### src/rtl/fifo_pkg.sv
// fifo_pkg: helpers shared by the write- and read-side pointer logic of the
// dual-clock gray-pointer FIFO.
//   depth_of  - number of entries for a given index width
//   bin2gray  - binary to reflected gray code
//   gray2bin  - reflected gray code to binary
// The code conversions work on a 32-bit container; callers zero-extend a
// narrower pointer in and truncate the result, which is exact because zero
// upper bits contribute nothing to either conversion.
package fifo_pkg;

   function automatic int depth_of(input int ptr_sz);
      return 1 << ptr_sz;
   endfunction

   function automatic logic [31:0] bin2gray(input logic [31:0] b);
      return b ^ (b >> 1);
   endfunction

   // Binary bit k is the XOR of all gray bits at or above k.
   function automatic logic [31:0] gray2bin(input logic [31:0] g);
      logic [31:0] b;
      b = g;
      for (int i = 1; i < 32; i++) b = b ^ (g >> i);
      return b;
   endfunction

endpackage

### src/rtl/fifo_write_ctrl_if.sv
// fifo_write_ctrl_if: write-side handshake / pointer bundle.
//   winc        - write request (from the router port)
//   raddr_gray  - gray read pointer, still in the read clock domain
//   write_en    - storage write strobe
//   waddr       - storage write address
//   waddr_gray  - gray write pointer published to the read domain
//   wfull/wafull/wfree/woverflow - write-domain status
// master: the requester side; slave: fifo_write_ctrl.
interface fifo_write_ctrl_if #(
   parameter int PTR_SZ = 2
) ();
   logic              winc;
   logic [PTR_SZ:0]   raddr_gray;
   logic              write_en;
   logic [PTR_SZ-1:0] waddr;
   logic [PTR_SZ:0]   waddr_gray;
   logic              wfull;
   logic              wafull;
   logic [PTR_SZ:0]   wfree;
   logic              woverflow;

   modport master (
      output winc, raddr_gray,
      input  write_en, waddr, waddr_gray, wfull, wafull, wfree, woverflow
   );

   modport slave (
      input  winc, raddr_gray,
      output write_en, waddr, waddr_gray, wfull, wafull, wfree, woverflow
   );
endinterface

### src/rtl/sync_2ff.sv
// sync_2ff: two-flop synchroniser for a gray-coded multi-bit pointer.
//   clk  - destination clock
//   rst  - asynchronous active-high reset, clears both stages to 0
//   d_i  - value from the source domain
//   q_o  - synchronised value, two destination edges late
module sync_2ff #(
   parameter int WIDTH = 1
) (
   input  logic             clk,
   input  logic             rst,
   input  logic [WIDTH-1:0] d_i,
   output logic [WIDTH-1:0] q_o
);
   logic [WIDTH-1:0] q1_q, q2_q;

   always_ff @(posedge clk or posedge rst) begin
      if (rst) begin
         q1_q <= '0;
         q2_q <= '0;
      end else begin
         q1_q <= d_i;
         q2_q <= q1_q;
      end
   end

   assign q_o = q2_q;
endmodule

### src/rtl/fifo_write_ctrl.sv
// fifo_write_ctrl: write-domain pointer and flag logic of the dual-clock
// gray-pointer FIFO.
//   clk  - write clock
//   rst  - asynchronous active-high reset
//   bus  - fifo_write_ctrl_if.slave (winc/raddr_gray in, strobe/address/
//          gray pointer/full/almost-full/free count/overflow out)
// Parameters: PTR_SZ (entry index width, DEPTH = 2**PTR_SZ) and AFULL_THR
// (almost-full asserts when free slots <= AFULL_THR). The interface must be
// instantiated with the same PTR_SZ.
module fifo_write_ctrl
   import fifo_pkg::*;
#(
   parameter int PTR_SZ    = 2,
   parameter int AFULL_THR = 1
) (
   input  logic            clk,
   input  logic            rst,
   fifo_write_ctrl_if.slave bus
);
   localparam int              PW        = PTR_SZ + 1;
   localparam int              DEPTH     = depth_of(PTR_SZ);
   localparam logic [PW-1:0]   DEPTH_W   = PW'(DEPTH);
   localparam logic [PW-1:0]   THR_W     = PW'(AFULL_THR);
   // Full when the write pointer equals the read pointer with its top two
   // gray bits inverted (for PTR_SZ = 1 that is both bits).
   localparam logic [PW-1:0]   FULL_MASK = PW'(3) << (PW - 2);

   logic [PW-1:0] wbin_q, wbin_d;
   logic [PW-1:0] wgray_q, wgray_d;
   logic [PW-1:0] wfree_q, wfree_d;
   logic [PW-1:0] wq2, rbin_s;
   logic          wfull_q, wfull_d;
   logic          wafull_q, wafull_d;
   logic          wovf_q, wovf_d;
   logic          accept;

   sync_2ff #(.WIDTH(PW)) u_rptr_sync (
      .clk (clk),
      .rst (rst),
      .d_i (bus.raddr_gray),
      .q_o (wq2)
   );

   always_comb begin
      accept   = bus.winc & ~wfull_q;
      wbin_d   = wbin_q + PW'(accept);
      wgray_d  = PW'(bin2gray(32'(wbin_d)));
      rbin_s   = PW'(gray2bin(32'(wq2)));
      // Flags are computed from the next write pointer so a write into the
      // last free slot raises wfull on the same edge that accepts it.
      wfull_d  = (wgray_d == (wq2 ^ FULL_MASK));
      wfree_d  = DEPTH_W - (wbin_d - rbin_s);
      wafull_d = (wfree_d <= THR_W);
      wovf_d   = wovf_q | (bus.winc & wfull_q);
   end

   always_ff @(posedge clk or posedge rst) begin
      if (rst) begin
         wbin_q   <= '0;
         wgray_q  <= '0;
         wfree_q  <= DEPTH_W;
         wfull_q  <= 1'b0;
         wafull_q <= 1'b0;
         wovf_q   <= 1'b0;
      end else begin
         wbin_q   <= wbin_d;
         wgray_q  <= wgray_d;
         wfree_q  <= wfree_d;
         wfull_q  <= wfull_d;
         wafull_q <= wafull_d;
         wovf_q   <= wovf_d;
      end
   end

   assign bus.write_en   = accept;
   assign bus.waddr      = wbin_q[PTR_SZ-1:0];
   assign bus.waddr_gray = wgray_q;
   assign bus.wfull      = wfull_q;
   assign bus.wafull     = wafull_q;
   assign bus.wfree      = wfree_q;
   assign bus.woverflow  = wovf_q;
endmodule

### src/flat_wrapper.sv
// flat-port wrapper written by rule: the top's interface ports become plain ports
module fifo_write_ctrl_flat import fifo_pkg::*;
#(
   parameter int PTR_SZ    = 2,
   parameter int AFULL_THR = 1
)
  (clk, rst, bus_winc, bus_raddr_gray, bus_write_en, bus_waddr, bus_waddr_gray, bus_wfull, bus_wafull, bus_wfree, bus_woverflow);
  fifo_write_ctrl_if #(.PTR_SZ(PTR_SZ)) bus_i ();
  input  logic clk;
  input  logic rst;
  input wire logic [$bits(bus_i.winc)-1:0] bus_winc;
  input wire logic [$bits(bus_i.raddr_gray)-1:0] bus_raddr_gray;
  output wire logic [$bits(bus_i.write_en)-1:0] bus_write_en;
  output wire logic [$bits(bus_i.waddr)-1:0] bus_waddr;
  output wire logic [$bits(bus_i.waddr_gray)-1:0] bus_waddr_gray;
  output wire logic [$bits(bus_i.wfull)-1:0] bus_wfull;
  output wire logic [$bits(bus_i.wafull)-1:0] bus_wafull;
  output wire logic [$bits(bus_i.wfree)-1:0] bus_wfree;
  output wire logic [$bits(bus_i.woverflow)-1:0] bus_woverflow;
  assign bus_i.winc = bus_winc;
  assign bus_i.raddr_gray = bus_raddr_gray;
  assign bus_write_en = bus_i.write_en;
  assign bus_waddr = bus_i.waddr;
  assign bus_waddr_gray = bus_i.waddr_gray;
  assign bus_wfull = bus_i.wfull;
  assign bus_wafull = bus_i.wafull;
  assign bus_wfree = bus_i.wfree;
  assign bus_woverflow = bus_i.woverflow;
  fifo_write_ctrl #(.PTR_SZ(PTR_SZ), .AFULL_THR(AFULL_THR)) u_core (.clk(clk), .rst(rst), .bus(bus_i));
endmodule
### config.mk
export PLATFORM = sky130hd
export DESIGN_NAME = fifo_write_ctrl_flat
export DESIGN_NICKNAME = d
export VERILOG_FILES = /design/src/rtl/fifo_pkg.sv /design/src/rtl/fifo_write_ctrl_if.sv /design/src/rtl/sync_2ff.sv /design/src/rtl/fifo_write_ctrl.sv /design/src/flat_wrapper.sv
export SDC_FILE = /design/constraint.sdc
export NUM_CORES = 1
export LEC_CHECK = 0
export CORE_MARGIN = 2
export CORE_UTILIZATION = 48
export DETAILED_ROUTE_END_ITERATION = 7
export HOLD_SLACK_MARGIN = 0.03
export PLACE_DENSITY = 0.79
export SYNTH_ARGS = -nofsm -noshare
export SYNTH_HDL_FRONTEND = slang
export SYNTH_SLANG_ARGS = --single-unit
### constraint.sdc
create_clock -name clk -period 4.74 [get_ports clk]
set_input_delay 1.422 -clock clk [delete_from_list [all_inputs] [get_ports clk]]
set_output_delay 1.422 -clock clk [all_outputs]
set_load 0.1 [all_outputs]
==> impl_metrics.yaml, run 1 <==
die:
  die_height_um: 41.49
  rows: 13
  fp.coreArea_um2: 1301
  fp.dieArea_um2: 1721
  chipWidth_um: 41.49
  initial_utilization: 0.5183
  floorplan.io_pins: 18
clock_network:
  clock_insertion_delay_worst_skew_ns: 0.27
  max-clock-path-buffers: 2
  postCtsResizedCells: 0
  cts_clk_pin_slew_worst_paths_ns: 0.09
  cts_sink_count: 17
  h-tree-depth: 1
  cts.hold.buffers_added: 0
  numCtsBuffers: 3
  tritoncts: "done"
  clk_root_buffer_cell: "clkbuf_4"
  post-cts-setup-buffer-count: 0
timing:
  skew_ns: 0.002761
  finalHoldViolations: 0
  fin_tns_setup_ns: 0
  min_period_ns: 3.815
  timing.slew.headroom: 0.3502
  fmax_mhz: 262.1
  slew_violations: 0
  min_period_over_period: 0.8048
  worst-slew-pin-transition_ns: 0.9716
  setup_violations: 0
  setup_repair_after_global_routing_missed_its_margin: "no"
outcome:
  run_status: "completed"
place:
  globalplace.congestion: 0.7512
  post-dp-hpwl_um: 667.9
  count_of_buffers_from_port_buffering: 17
final_layout:
  layout_common_cells: "clkdlybuf4s50_1, dfrtp_1, xnor2_1, ha_1, inv_1"
  antenna_cells: 0
  area_of_the_multi_input_gates_um2: 224.0
  nets: 79
  sequential_cell_area_um2: 426.7
  layout-drive-gt1-share: 0.1493
  area_delta_synth_final_pct: 30.98
  filler_cell_count: 109
synth:
  syn-instance-count: 47
  synth_area_per_cell_um2: 14.35
  synth.top_cell.area_share: 0.5937
  synthDominantAreaCellType: "dfrtp_1"
  mappedNetlistArea_um2: 674.4
  synth_seq_cells: 17
  yosys_warnings: 0
  synth_sequential_area_ratio: 0.6327
  synth.top_cells.by_area: "dfrtp_1, ha_1, xnor2_1"
  synth_nets: 58
  yosysUniqueCellTypes: 19
critical_path:
  reg2reg_depth: 10
  rrSetupSlack_ns: 2.47
  crit_fanout: 2
  crit_type: "in2out"
  crit_path_start: "bus_winc"
  cp.required_ns: 3.32
  r2r-end: "u_core.bus.wafull"
  r2r_start: "u_core.bus.wfull"
  endpoint: "bus_write_en"
  worst-endpoint-arrival_ns: 2.39
  crit_path_end_kind: "output pin"
  startpoint_type: "input port"
drt:
  routed_wire_length_per_instance_um: 10.56
  dr.first_iter.drc_count: 1
  drt-total-wl_um: 866
  remaining_drc_errors: 0
  dr_vias_cell: 4.732
  first_pass_iters: 2
  number_of_vias_after_detailed_routing: 388
  drtAntennaViolNets: 0
grt:
  grt_pass1_vias: 417
  groute.usage.overall: 0.1301
  grt_max_degree: 18
  grt_antenna_before_repair: 0
  grt_first_pass_wirelength_um: 1704
  grt-ovfl-total: 0
run:
  drv.max_cap_violation_count: 0
worst_hold_path:
  hold_class: "reg2reg"
cell type report:
cell class,count,share of cell area
Tap cell,15,0.02125
Multi-Input combinational cell,24,0.2535
Sequential cell,17,0.4830
Clock buffer,3,0.02550
Clock inverter,1,0.005666
Inverter,5,0.02125
Timing Repair Buffer,17,0.1898
cell families (layout without fill, tap and decap cells):
logic type      Yosys count  after routing  synth area share
simple gates              7              7           0.07236
compound gates            3              3           0.02783
flops                    17             17            0.6327
xor+xnor                  9              9            0.1392
buf+inv                   6             26           0.03523
fa+ha+maj                 5              5           0.09276
synth_stat cells (all sizes together):
library cell and n:
a31oi 1, dfrtp 16, nor2b 1, dfstp 1, xnor2 6, and4 1
a21oi 1, ha 5, nor3 1, inv 5, nor2 2, nor4b 1
nor4 1, xor2 3, a21o 1, buf 1
worst min path at each step:
stage                          startpoint                        end  cells past startpoint
2_1_floorplan  u_core.u_rptr_sync.q1_q[0]  u_core.u_rptr_sync.q_o[0]                      0
3_3_place_gp   u_core.u_rptr_sync.q1_q[1]  u_core.u_rptr_sync.q_o[1]                      0
3_5_place_dp   u_core.u_rptr_sync.q1_q[1]  u_core.u_rptr_sync.q_o[1]                      0
4_1_cts        u_core.u_rptr_sync.q1_q[1]  u_core.u_rptr_sync.q_o[1]                      0
5_1_grt        u_core.u_rptr_sync.q1_q[1]  u_core.u_rptr_sync.q_o[1]                      0
6_report       u_core.u_rptr_sync.q1_q[1]  u_core.u_rptr_sync.q_o[1]                      0
stage by stage:
step	hold slack [ns]	instances	util	worst slack (ns)	area [um2]
3_5_place_dp	0.3347	78	0.6577	0.8866	855.8
2_1_floorplan	0.3312	47	-	0.1023	674.4
6_report	0.3547	82	0.6788	0.9252	883.3
5_1_grt	0.3703	82	0.6788	0.8618	883.3
3_3_place_gp	0.3316	78	0.6577	0.9202	855.8
4_1_cts	0.3571	82	0.6788	0.9189	883.3
worst max-delay path, stage by stage:
cell and delay [ns]:
clkdlybuf4s50_1 0.47, nor2b_1 0.18, buf_4 0.31
layer usage:
| metal | wire length [um] | vias to the layer above | GRT usage |
|---|---|---|---|
| met4 | 0 | 0 | 0.01935 |
| met5 | 0 | - | 0 |
| met2 | 406 | 15 | 0.2250 |
| met1 | 406 | 178 | 0.1554 |
| met3 | 54 | 0 | 0.05217 |
| li1 | - | 195 | - |
state kept, by name, summed over array words and instances, names as in the netlist:
name and cells:
u_core.bus.wfree 3, u_core.u_rptr_sync.q1_q 3, u_core.u_rptr_sync.q_o 3, u_core.wbin_q 3, u_core.bus.waddr_gray 2, u_core.bus.wafull 1
u_core.bus.wfull 1, u_core.bus.woverflow 1
Power of run 1 is left out: the tool's default activity adds up to more than one toggle a clock period on the data nets, which glitch-free logic cannot reach.
==> run 2: changes to the inputs <==
--- a/config.mk
+++ b/config.mk
@@ -6,10 +6,10 @@
 export NUM_CORES = 1
 export LEC_CHECK = 0
 export CORE_MARGIN = 2
-export CORE_UTILIZATION = 48
+export CORE_UTILIZATION = 40
 export DETAILED_ROUTE_END_ITERATION = 7
 export HOLD_SLACK_MARGIN = 0.03
-export PLACE_DENSITY = 0.79
+export PLACE_DENSITY = 0.71
 export SYNTH_ARGS = -nofsm -noshare
 export SYNTH_HDL_FRONTEND = slang
 export SYNTH_SLANG_ARGS = --single-unit
==> constraint.sdc (replaced) <==
create_clock -name clk -period 3.3 [get_ports clk]
set_input_delay 0.99 -clock clk [delete_from_list [all_inputs] [get_ports clk]]
set_output_delay 0.99 -clock clk [all_outputs]
set_load 0.1 [all_outputs]
==> run 2 against run 1 <==
  * Core utilization fell by 10 points
  * Wire length grew 6.1%
  * Global-route usage shrank 1.3 points
  * Non-clock buffer count grew 2
  * Die area is 18% higher
  * Critical path depth is 8 higher
  * Largest cell class unchanged
  * Highest routed layer is now met4
  * Via count increased by 3.9%
  * Register-to-register slack lost 1.3 ns
  * Final area grew 0.85%
  * Sequential share of layout area shrank 0.41 points
  * Clock skew decreased by 0.0017 ns
  * Setup slack got worse by 0.53 ns
==> impl_metrics.yaml, run 2 (same netlist as run 1, synthesis figures left out) <==
grt:
  grt_pass1_vias: 379
  grt_antenna_before_repair: 0
  grt_max_degree: 18
  groute.usage.overall: 0.1167
  grt-ovfl-total: 0
  grt_first_pass_wirelength_um: 1559
drt:
  remaining_drc_errors: 0
  routed_wire_length_per_instance_um: 10.81
  drtAntennaViolNets: 0
  number_of_vias_after_detailed_routing: 403
  dr.first_iter.drc_count: 1
  drt-total-wl_um: 919
  first_pass_iters: 2
  dr_vias_cell: 4.741
place:
  count_of_buffers_from_port_buffering: 17
  globalplace.congestion: 0.6663
  post-dp-hpwl_um: 686.8
die:
  chipWidth_um: 45.06
  die_height_um: 45.06
  fp.dieArea_um2: 2030
  fp.coreArea_um2: 1541
  rows: 14
  initial_utilization: 0.4375
  floorplan.io_pins: 18
final_layout:
  layout-drive-gt1-share: 0.3333
  area_delta_synth_final_pct: 32.10
  antenna_cells: 0
  nets: 81
  mostFrequentLayoutCell: "dfrtp_1"
  filler_cell_count: 135
  layout_common_cells: "dfrtp_1, buf_4, xnor2_1, ha_1, clkdlybuf4s50_1"
worst_hold_path:
  hold_class: "reg2reg"
  timing.hold.worst.start: "u_core.u_rptr_sync.q1_q[1]"
timing:
  worst-slew-pin-transition_ns: 0.6070
  min_period_ns: 2.905
  skew_ns: 0.001097
  fin_tns_setup_ns: 0
  setup_violations: 0
  fmax_mhz: 344.3
  timing.slew.headroom: 0.5949
  setup_repair_after_global_routing_missed_its_margin: "no"
  min_period_over_period: 0.8802
  finalHoldViolations: 0
  slew_violations: 0
critical_path:
  worst-endpoint-arrival_ns: 3.08
  crit_fanout: 2
  startpoint_type: "input port"
  crit_path_end_kind: "register"
  cp.required_ns: 3.48
  r2r_start: "u_core.bus.wfull"
  crit_path_start: "bus_winc"
  crit_type: "in2reg"
clock_network:
  cts.hold.buffers_added: 0
  numCtsBuffers: 3
  max-clock-path-buffers: 2
  h-tree-depth: 1
  cts_clk_pin_slew_worst_paths_ns: 0.09
  cts_sink_count: 17
  post-cts-setup-buffer-count: 0
  postCtsResizedCells: 0
  clock_insertion_delay_worst_skew_ns: 0.28
  tritoncts: "done"
  clk_root_buffer_cell: "clkbuf_4"
outcome:
  run_status: "completed"
run:
  drv.max_cap_violation_count: 0
## run 2: path summary, 6_finish.rpt
kind | end | slack, ns | depth (start not counted)
min reg2reg | u_core.u_rptr_sync.q_o[1] | 0.35 | 0
max in group asynchronous | u_core.u_rptr_sync.q1_q[2] | 1.84 | 2
max reg2reg | u_core.bus.wafull | 1.18 | 10
min in group asynchronous | u_core.u_rptr_sync.q1_q[0] | 1.07 | 2
max | u_core.bus.wafull | 0.40 | 11
min | u_core.u_rptr_sync.q_o[1] | 0.35 | 0
## run 2: per-layer routing
metal	routed length [um]	track usage
met2	418	0.1743
met5	0	0
met4	10	0.07059
met1	414	0.1323
met3	75	0.06000
## run 2: critical path: stages
cell and delay, ns:
clkdlybuf4s50_1 0.42, nor2b_4 0.13, ha_1 0.18, ha_1 0.29, inv_1 0.04, ha_1 0.28, ha_1 0.20, xnor2_1 0.16
xnor2_1 0.15, xnor2_1 0.17, nor2_1 0.06
## run 2: layout make-up
cell class	count	area, um2	share of cell area
inverters	5	18.77	0.02107
multi-input cells	24	231.5	0.2598
flip-flops and latches	17	426.7	0.4789
repair buffers	19	167.7	0.1882
well taps	16	20.02	0.02247
clock buffers	4	26.28	0.02949
## run 2: metrics by stage
step                      hold WS (ns)  std cells  instance area (um2)  setup WS [ns]  utilization
after floorplan                 0.3312         47                681.9        0.03629            -
after global placement          0.3327         81                864.6         0.1019       0.5609
after detailed placement        0.3347         81                864.6        0.07019       0.5609
after CTS                       0.3562         85                890.9         0.3797       0.5779
after global routing            0.3650         85                890.9         0.2413       0.5779
final                           0.3537         85                890.9         0.3955       0.5779
Power of run 2 is left out for the same reason.
